$ cat config.mk
export PLATFORM = sky130hd
export DESIGN_NAME = bus_watch_flat
export DESIGN_NICKNAME = d
export VERILOG_FILES = /design/src/rtl/bus_watch_if.sv /design/src/rtl/bus_watch.sv /design/src/flat_wrapper.sv
export SDC_FILE = /design/constraint.sdc
export NUM_CORES = 1
export LEC_CHECK = 0
export CORE_MARGIN = 2
export CORE_UTILIZATION = 40
export CTS_BUF_LIST = sky130_fd_sc_hd__clkbuf_16
export DETAILED_ROUTE_END_ITERATION = 8
export PLACE_DENSITY = 0.85
export SLEW_MARGIN = 20
export SYNTH_ARGS = -nofsm -noshare
export SYNTH_HDL_FRONTEND = slang
export SYNTH_SLANG_ARGS = --single-unit
$ cat constraint.sdc
create_clock -name clk -period 2.25 [get_ports clk]
set_input_delay 0.675 -clock clk [delete_from_list [all_inputs] [get_ports clk]]
set_output_delay 0.675 -clock clk [all_outputs]
set_load 0.01 [all_outputs]
$ cat src/rtl/bus_watch_if.sv
// CPU bus bundle seen by the breakpoint watcher.
//   phi2 : CPU PHI2, already synchronised to the system clock
//   rw   : 1 = read, 0 = write
//   sync : opcode-fetch marker
//   addr : CPU address
//   din  : CPU data bus
// master drives the bus (CPU side / bench); slave observes it (bus_watch).
interface bus_watch_if #(
   parameter int ADDR_W = 16,
   parameter int DATA_W = 8
);
   logic              phi2;
   logic              rw;
   logic              sync;
   logic [ADDR_W-1:0] addr;
   logic [DATA_W-1:0] din;

   modport master (output phi2, rw, sync, addr, din);
   modport slave  (input  phi2, rw, sync, addr, din);
endinterface

$ cat src/rtl/bus_watch.sv
// Bus watcher: breakpoint comparators, bus-cycle capture/counter and an NMI
// pulse generator with a post-pulse holdoff.
//   clk, rst_n      : system clock, async active-low reset
//   bus             : CPU bus (phi2/rw/sync/addr/din), slave modport
//   i_bp_en         : per-channel enable
//   i_bp_addr/mask  : per-channel pattern and compare mask (1 = compared)
//   i_bp_mode       : per-channel 00 any, 01 read, 10 write, 11 opcode fetch
//   i_step_req      : one-clk single-step NMI request
//   i_cnt_clr       : synchronous clear of the bus-cycle counter
//   o_nmi_n         : active-low NMI
//   o_hit/o_hit_vec : breakpoint pulse and the channels that matched
//   o_cap_*         : bus state captured at the last PHI2 falling edge
//   o_cycle_cnt     : completed bus cycles
//   o_overrun       : sticky, a trigger was dropped
//
// NMI FSM
//   state      | meaning
//   ST_IDLE    | nmi_n high, accepting triggers
//   ST_PULSE   | nmi_n low for PULSE_W clks
//   ST_HOLDOFF | nmi_n high for PULSE_W clks, triggers dropped
module bus_watch #(
   parameter int ADDR_W   = 16,
   parameter int DATA_W   = 8,
   parameter int CHANNELS = 4,
   parameter int PULSE_W  = 128,
   parameter int CNT_W    = 32
) (
   input  logic                         clk,
   input  logic                         rst_n,
   bus_watch_if.slave                   bus,
   input  logic [CHANNELS-1:0]          i_bp_en,
   input  logic [CHANNELS*ADDR_W-1:0]   i_bp_addr,
   input  logic [CHANNELS*ADDR_W-1:0]   i_bp_mask,
   input  logic [2*CHANNELS-1:0]        i_bp_mode,
   input  logic                         i_step_req,
   input  logic                         i_cnt_clr,
   output logic                         o_nmi_n,
   output logic                         o_hit,
   output logic [CHANNELS-1:0]          o_hit_vec,
   output logic [ADDR_W-1:0]            o_cap_addr,
   output logic [DATA_W-1:0]            o_cap_data,
   output logic                         o_cap_rw,
   output logic                         o_cap_sync,
   output logic [CNT_W-1:0]             o_cycle_cnt,
   output logic                         o_overrun
);

   localparam int TMR_W = $clog2(PULSE_W);
   localparam logic [TMR_W-1:0] TMR_LOAD = TMR_W'(PULSE_W - 1);

   typedef enum logic [1:0] {ST_IDLE, ST_PULSE, ST_HOLDOFF} nmi_state_t;

   nmi_state_t          r_state;
   logic [TMR_W-1:0]    r_tmr;
   logic                r_nmi_n;
   logic                r_overrun;
   logic                r_phi2_d;
   logic                r_hit;
   logic [CHANNELS-1:0] r_hit_vec;
   logic [ADDR_W-1:0]   r_cap_addr;
   logic [DATA_W-1:0]   r_cap_data;
   logic                r_cap_rw;
   logic                r_cap_sync;
   logic [CNT_W-1:0]    r_cycle_cnt;

   logic                w_cyc_end;
   logic                w_trig;
   logic                w_mode_ok;
   logic [CHANNELS-1:0] w_match;

   // History is {r_phi2_d, current phi2}; r_phi2_d resets low so a phi2
   // already high at release must be seen high before its fall counts.
   assign w_cyc_end = r_phi2_d & ~bus.phi2;
   assign w_trig    = r_hit | i_step_req;

   always_comb begin
      w_match   = '0;
      w_mode_ok = 1'b0;
      for (int i = 0; i < CHANNELS; i++) begin
         case (i_bp_mode[2*i +: 2])
            2'b00:   w_mode_ok = 1'b1;
            2'b01:   w_mode_ok = bus.rw;
            2'b10:   w_mode_ok = ~bus.rw;
            default: w_mode_ok = bus.rw & bus.sync;
         endcase
         w_match[i] = i_bp_en[i] & w_mode_ok &
            (((bus.addr ^ i_bp_addr[i*ADDR_W +: ADDR_W]) &
              i_bp_mask[i*ADDR_W +: ADDR_W]) == '0);
      end
   end

   always_ff @(posedge clk or negedge rst_n) begin
      if (!rst_n) begin
         r_phi2_d    <= 1'b0;
         r_hit       <= 1'b0;
         r_hit_vec   <= '0;
         r_cap_addr  <= '0;
         r_cap_data  <= '0;
         r_cap_rw    <= 1'b0;
         r_cap_sync  <= 1'b0;
         r_cycle_cnt <= '0;
      end else begin
         r_phi2_d <= bus.phi2;
         r_hit    <= w_cyc_end & (|w_match);
         if (w_cyc_end && (|w_match))
            r_hit_vec <= w_match;
         if (w_cyc_end) begin
            r_cap_addr <= bus.addr;
            r_cap_data <= bus.din;
            r_cap_rw   <= bus.rw;
            r_cap_sync <= bus.sync;
         end
         // Clear has priority over a coincident cycle end.
         if (i_cnt_clr)
            r_cycle_cnt <= '0;
         else if (w_cyc_end)
            r_cycle_cnt <= r_cycle_cnt + CNT_W'(1);
      end
   end

   always_ff @(posedge clk or negedge rst_n) begin
      if (!rst_n) begin
         r_state   <= ST_IDLE;
         r_tmr     <= '0;
         r_nmi_n   <= 1'b1;
         r_overrun <= 1'b0;
      end else begin
         case (r_state)
            ST_IDLE: begin
               if (w_trig) begin
                  r_state <= ST_PULSE;
                  r_nmi_n <= 1'b0;
                  r_tmr   <= TMR_LOAD;
               end
            end
            ST_PULSE: begin
               if (w_trig)
                  r_overrun <= 1'b1;
               if (r_tmr == '0) begin
                  r_state <= ST_HOLDOFF;
                  r_nmi_n <= 1'b1;
                  r_tmr   <= TMR_LOAD;
               end else begin
                  r_tmr <= r_tmr - TMR_W'(1);
               end
            end
            ST_HOLDOFF: begin
               // A trigger on the exit clk is still dropped.
               if (w_trig)
                  r_overrun <= 1'b1;
               if (r_tmr == '0)
                  r_state <= ST_IDLE;
               else
                  r_tmr <= r_tmr - TMR_W'(1);
            end
            default: begin
               r_state <= ST_IDLE;
               r_nmi_n <= 1'b1;
            end
         endcase
      end
   end

   assign o_nmi_n     = r_nmi_n;
   assign o_hit       = r_hit;
   assign o_hit_vec   = r_hit_vec;
   assign o_cap_addr  = r_cap_addr;
   assign o_cap_data  = r_cap_data;
   assign o_cap_rw    = r_cap_rw;
   assign o_cap_sync  = r_cap_sync;
   assign o_cycle_cnt = r_cycle_cnt;
   assign o_overrun   = r_overrun;

endmodule

$ cat src/flat_wrapper.sv
// flat-port wrapper written by rule: the top's interface ports become plain ports
module bus_watch_flat 
#(
   parameter int ADDR_W   = 16,
   parameter int DATA_W   = 8,
   parameter int CHANNELS = 4,
   parameter int PULSE_W  = 128,
   parameter int CNT_W    = 32
)
  (clk, rst_n, i_bp_en, i_bp_addr, i_bp_mask, i_bp_mode, i_step_req, i_cnt_clr, o_nmi_n, o_hit, o_hit_vec, o_cap_addr, o_cap_data, o_cap_rw, o_cap_sync, o_cycle_cnt, o_overrun, bus_phi2, bus_rw, bus_sync, bus_addr, bus_din);
  bus_watch_if #(.ADDR_W(ADDR_W), .DATA_W(DATA_W)) bus_i ();
  input  logic clk;
  input  logic rst_n;
  input  logic [CHANNELS-1:0] i_bp_en;
  input  logic [CHANNELS*ADDR_W-1:0] i_bp_addr;
  input  logic [CHANNELS*ADDR_W-1:0] i_bp_mask;
  input  logic [2*CHANNELS-1:0] i_bp_mode;
  input  logic i_step_req;
  input  logic i_cnt_clr;
  output logic o_nmi_n;
  output logic o_hit;
  output logic [CHANNELS-1:0] o_hit_vec;
  output logic [ADDR_W-1:0] o_cap_addr;
  output logic [DATA_W-1:0] o_cap_data;
  output logic o_cap_rw;
  output logic o_cap_sync;
  output logic [CNT_W-1:0] o_cycle_cnt;
  output logic o_overrun;
  input wire logic [$bits(bus_i.phi2)-1:0] bus_phi2;
  input wire logic [$bits(bus_i.rw)-1:0] bus_rw;
  input wire logic [$bits(bus_i.sync)-1:0] bus_sync;
  input wire logic [$bits(bus_i.addr)-1:0] bus_addr;
  input wire logic [$bits(bus_i.din)-1:0] bus_din;
  assign bus_i.phi2 = bus_phi2;
  assign bus_i.rw = bus_rw;
  assign bus_i.sync = bus_sync;
  assign bus_i.addr = bus_addr;
  assign bus_i.din = bus_din;
  bus_watch #(.ADDR_W(ADDR_W), .DATA_W(DATA_W), .CHANNELS(CHANNELS), .PULSE_W(PULSE_W), .CNT_W(CNT_W)) u_core (.clk(clk), .rst_n(rst_n), .bus(bus_i), .i_bp_en(i_bp_en), .i_bp_addr(i_bp_addr), .i_bp_mask(i_bp_mask), .i_bp_mode(i_bp_mode), .i_step_req(i_step_req), .i_cnt_clr(i_cnt_clr), .o_nmi_n(o_nmi_n), .o_hit(o_hit), .o_hit_vec(o_hit_vec), .o_cap_addr(o_cap_addr), .o_cap_data(o_cap_data), .o_cap_rw(o_cap_rw), .o_cap_sync(o_cap_sync), .o_cycle_cnt(o_cycle_cnt), .o_overrun(o_overrun));
endmodule
After elaboration in Yosys (flattened, before gate mapping)
Index checks and enable logic that the tools add are counted.
{"block": "word_totals", "regBits": 75, "in_bits": 171, "out_inout_bits": 65}
{"block": "classes", "addsub": 2, "eq_ne": 14, "mux": 17, "bitwise_logic": 23, "n_reduce_logical": 19}
{"operator": "16-bit AND", "n": 4}
{"operator": "16-bit logical NOT", "n": 4}
{"operator": "32-bit 2-to-1 mux", "n": 2}
{"operator": "16-bit XOR", "n": 4}
{"operator": "32-bit by 1-bit adder with 32-bit output, second input constant", "n": 1}
{"operator": "7-bit 2-to-1 mux", "n": 3}
{"operator": "7-bit case mux with 3 select lines", "n": 1}
{"operator": "1-bit case mux with 3 select lines", "n": 5}
{"operator": "1-bit AND", "n": 11}
{"operator": "2-bit by 1-bit equality test with 1-bit output, second input constant", "n": 5}
{"operator": "2-bit equality test, second input constant", "n": 5}
{"operator": "2-bit logical NOT", "n": 5}
{"operator": "3-bit AND reduction", "n": 3}
{"operator": "7-bit logical NOT", "n": 1}
{"operator": "7-bit by 1-bit subtractor with 7-bit output, second input constant", "n": 1}
{"operator": "2-bit 2-to-1 mux", "n": 3}
{"operator": "2-bit by 1-bit inequality test with 1-bit output, second input constant", "n": 3}
{"operator": "2-bit case mux with 3 select lines", "n": 1}
{"operator": "4-bit OR reduction", "n": 1}
{"operator": "1-bit inverter", "n": 3}
{"operator": "3-bit nonzero test", "n": 1}
{"operator": "1-bit 2-to-1 mux", "n": 2}
{"operator": "2-bit inequality test, second input constant", "n": 1}
{"operator": "2-bit AND reduction", "n": 1}
{"operator": "other kinds (4)", "n": 4}

Longest topological paths before layout
{"block": "logic_depth", "depth_word": 6, "ltp_mapped": 9}

Worst setup path before layout
Ideal clock, no wire load.
{"block": "synth_timing", "kind": "input -> register", "from": "input port bus_addr[14]", "to": "register u_core.r_hit_vec[0], in the netlist u_core.o_hit_vec[0]", "arrival_ns": 1.975, "required_time_ns": 2.114, "setup_slack_ns": 0.139, "path_stages": 7, "n_path_buf": 1, "cell_sequence": "buf_2 xor2_1 a22oi_1 nand4_1 or3b_1 a41oi_2 o22ai_1"}
{"block": "synth_between", "elab_chain_len": 6, "elab_cells_between_ends": 18}
{"element": "from (decl)", "line_no": "flat_wrapper.sv:32", "source": "input wire logic [$bits(bus_i.addr)-1:0] bus_addr;"}
{"element": "16-bit XOR", "line_no": "bus_watch.sv:87", "source": "(((bus.addr ^ i_bp_addr[i*ADDR_W +: ADDR_W]) &"}
{"element": "16-bit AND", "line_no": "bus_watch.sv:87"}
{"element": "16-bit logical NOT", "line_no": "bus_watch.sv:87"}
{"element": "1-bit AND", "line_no": "bus_watch.sv:86", "source": "w_match[i] = i_bp_en[i] & w_mode_ok &"}
{"element": "4-bit OR reduction", "line_no": "bus_watch.sv:105", "source": "if (w_cyc_end && (|w_match))"}
{"element": "1-bit logical AND", "line_no": "bus_watch.sv:105"}
{"element": "to (signal assigned)", "line_no": "bus_watch.sv:106", "source": "r_hit_vec <= w_match;"}
{"element": "to (decl)", "line_no": "bus_watch.sv:59", "source": "logic [CHANNELS-1:0] r_hit_vec;"}
Parallel ways exist; a longest one is shown, timed or not.
A chain may end at the register's enable or synchronous reset.

Worst setup path after layout
{"block": "layout_timing", "from": "input port i_bp_addr[19]", "to": "register u_core.r_hit_vec[0], in the netlist u_core.o_hit_vec[0]"}
{"block": "layout_between", "elab_chain_len": 6}
{"element": "from (decl)", "line_no": "flat_wrapper.sv:15", "source": "input logic [CHANNELS*ADDR_W-1:0] i_bp_addr;"}
{"element": "16-bit XOR", "line_no": "bus_watch.sv:87"}
{"element": "16-bit AND", "line_no": "bus_watch.sv:87"}
{"element": "16-bit logical NOT", "line_no": "bus_watch.sv:87"}
{"element": "1-bit AND", "line_no": "bus_watch.sv:86"}
{"element": "4-bit OR reduction", "line_no": "bus_watch.sv:105"}
{"element": "1-bit logical AND", "line_no": "bus_watch.sv:105"}
No other way between the ends.

==> flow_summary.json <==
{
  "synth.area.top_cells": "dfrtp_1 (41%), xor2_1 (17%), nand2_1 (8.4%)",
  "fin_worst_skew_ns": 0.00628,
  "initial_core_util_pct": 41.0,
  "finalPower_uw": 3840,
  "synth-edff-count": 0,
  "cap_violations": 0,
  "drt_wl_total_um": 16100,
  "max_slew.worst_pin.slew_ns": 0.517,
  "routabilityCongestion": 0.976,
  "clock-root-buffer": "clkbuf_16",
  "routed_via_density": 5.20,
  "regArea_mm2": 0.00188,
  "yosysTopAreaCell": "dfrtp_1",
  "die-area_mm2": 0.0120,
  "r2r_cells": 8,
  "clk_pin_slew_ns": 0.06,
  "wl_per_cell_um": 18.2,
  "rsz0062_at_grt": "false",
  "status": "complete, no violations",
  "setup_viol": 0,
  "multi_input_comb_area_mm2": 0.00246,
  "dr_total_vias": 4613,
  "detail-route-antenna-nets": 0,
  "yosysTopAreaCellShare_pct": 41.5,
  "clock_latency_ns": 0.34,
  "n_fill_cell": 869,
  "cts-buffers-inserted": 9,
  "dieHeight_um": 110,
  "fin_ws_ns": 0.0499,
  "antenna_found_initial": 1,
  "fin_nets": 920,
  "syn_area_per_cell_um2": 9.21,
  "tritoncts": "built",
  "ys_async_sr_fraction_pct": 100,
  "period_minus_slack_ns": 2.20,
  "coreArea_mm2": 0.0109,
  "rows": 38,
  "postPlaceCellArea_mm2": 0.00711,
  "start_kind": "input port",
  "grt_pass1_wl_um": 24300,
  "grt_pass1_vias": 4804,
  "ys_warn_count": 0,
  "syn_area_mm2": 0.00447,
  "dp_slack_ns": -0.675,
  "cp_slowest_stage_delay_ns": 0.44,
  "numPortBuffers": 235,
  "die-width_um": 110,
  "worstReg2RegEnd": "u_core.r_tmr[5]",
  "synthFlopType": "dfrtp_1",
  "clock-sinks": 75,
  "drt_first_pass_iters": 5,
  "grt_remaining_overflow": 0,
  "r2r_start": "u_core.r_state[1]",
  "h-tree-depth": 3,
  "end_kind": "flop",
  "period_share_pct": 97.8,
  "initialDrtViolationCount": 224,
  "synth_common_cells": "nand2_1 (100), xor2_1 (88), dfrtp_1 (74)",
  "cp.arrival_ns": 2.41,
  "critPathMaxFanout": 5,
  "crit_chain": "clkdlybuf4s50_1 > xor2_1 > a22oi_1 > nand4_1 > or3b_4 > a41oi_4 > o22ai_2",
  "grt_max_degree": 76,
  "max_freq_mhz": 455,
  "cp_data_required_time_ns": 2.46,
  "slew_viol_final": 0,
  "drive_above_1_share_pct": 12.0,
  "syn_inst": 485,
  "synth_fp_nets": 663,
  "cts_buffer_depth": 2,
  "ys_seq_elements": 75,
  "maxSlewHeadroom_pct": 65.5,
  "cp_num_buf_inv": 1,
  "ir_drop_uv": 327,
  "critPathSlowestCell": "or3b_4",
  "power.density_mw_per_mm2": 510,
  "synth.distinct_cells": 51,
  "cp_top_family": "simple AND/OR/NAND/NOR gates",
  "ys_seq_area_share_pct": 42.1,
  "diodes": 0,
  "p_leak_uw": 0.00355,
  "hold_viol": 0,
  "drc": 0,
  "hold_class": "in2async",
  "rrSetupSlack_ns": 0.21,
  "grt_usage_pct": 26.8,
  "synth.most_common_cell": "nand2_1",
  "dp_hpwl_um": 12700,
  "layout-area-overhead-vs-synth_pct": 68.5,
  "ios": 236,
  "fin_area_mm2": 0.00752,
  "path_class": "in2reg"
}
-- cell usage in the layout (no fill, tap or decap), types with 5 or more instances in the layout --
cell type / instances
dlymetal6s2s_1: 26
nand3_1: 11
ha_1: 7
dfrtp_1: 74
a21oi_1: 13
inv_1: 11
xor2_1: 87
clkbuf_16: 9
clkbuf_2: 7
dlygate4sd2_1: 22
a22oi_1: 14
nand2_1: 100
clkdlybuf4s50_1: 178
o21ai_0: 7
nor2_1: 37
nand4_1: 15
nor2b_1: 5
buf_4: 35
-- layer usage --
layer,global-route usage (%),part of all wire [%],vias up
met5,0,0.081,-
met4,11.8,3.8,2
met3,6.58,6.3,44
met2,47.3,52,187
met1,30.6,37,2217
li1,-,-,2163
-- worst register-to-register path: stages, from the launching register on --
cell	delay (ns)
dfrtp_1	0.40
inv_1	0.10
ha_1	0.21
nor3b_2	0.17
a311oi_2	0.30
o211a_2	0.38
nand2b_1	0.09
a21oi_1	0.19
a311oi_1	0.07
-- cell type report --
class                           instances  area share [%]
Tap cell                              140            2.33
Inverter                               11           0.549
Clock inverter                          7           0.915
Sequential cell                        75            25.0
Multi-Input combinational cell        372            32.8
Timing Repair Buffer                  273            35.5
Clock buffer                            9            2.99
-- state kept, by name (all words and copies together) (netlist names) --
| name | count |
|---|---|
| u_core.r_tmr | 7 |
| u_core.o_nmi_n | 1 |
| u_core.o_cap_rw | 1 |
| u_core.o_cap_addr | 16 |
| u_core.o_hit_vec | 4 |
| u_core.o_overrun | 1 |
| u_core.r_phi2_d | 1 |
| u_core.o_cap_data | 8 |
| u_core.o_cap_sync | 1 |
| u_core.o_hit | 1 |
| u_core.r_state | 2 |
| u_core.o_cycle_cnt | 32 |
-- cells by family after synthesis --
group,Yosys count,synth area share (%)
and+or+nand+nor,199,21.0
xor gates and xnor gates,92,18.0
DFF,75,42.1
AOI/OAI and AO/OA,74,12.5
buffers and inverters,38,4.48
adders and majority gates,7,1.96
-- where the power goes --
| part | total [uW] | switching (uW) | internal, uW |
|---|---|---|---|
| clock network | 1440 | 586 | 854 |
| logic | 913 | 381 | 533 |
| registers | 1480 | 52.5 | 1430 |
-- metrics by stage --
stage | hold WS (ns) | TNS [ns] | instances | util (%)
floorplan | 0.379 | 0 | 485 | -
global placement | 0.459 | -6.74 | 866 | 65.3
detailed placement | 0.462 | -8.38 | 866 | 65.3
CTS | 0.367 | 0 | 885 | 68.2
global route | 0.378 | 0 | 887 | 69.1
finish | 0.344 | 0 | 887 | 69.1
-- worst max-delay path by stage --
stage                   from                   to  cells after the start
2_1_floorplan   bus_addr[14]  u_core.o_hit_vec[0]                      7
3_3_place_gp     bus_addr[4]  u_core.o_hit_vec[0]                      8
3_5_place_dp     bus_addr[4]  u_core.o_hit_vec[0]                      8
4_1_cts        i_bp_addr[56]  u_core.o_hit_vec[3]                      7
5_1_grt          bus_addr[6]  u_core.o_hit_vec[0]                      7
6_report       i_bp_addr[19]  u_core.o_hit_vec[0]                      7
-- repair_timing --
| action | in CTS | in global routing |
|---|---|---|
| buffers inserted | 3 | 3 |
| gates resized for setup | 40 | 53 |
| pin swaps | 20 | 31 |
| hold buffers | 0 | 0 |
| setup endpoints to repair | 5 | 16 |
No activity file was read; power rests on OpenSTA's default activity.
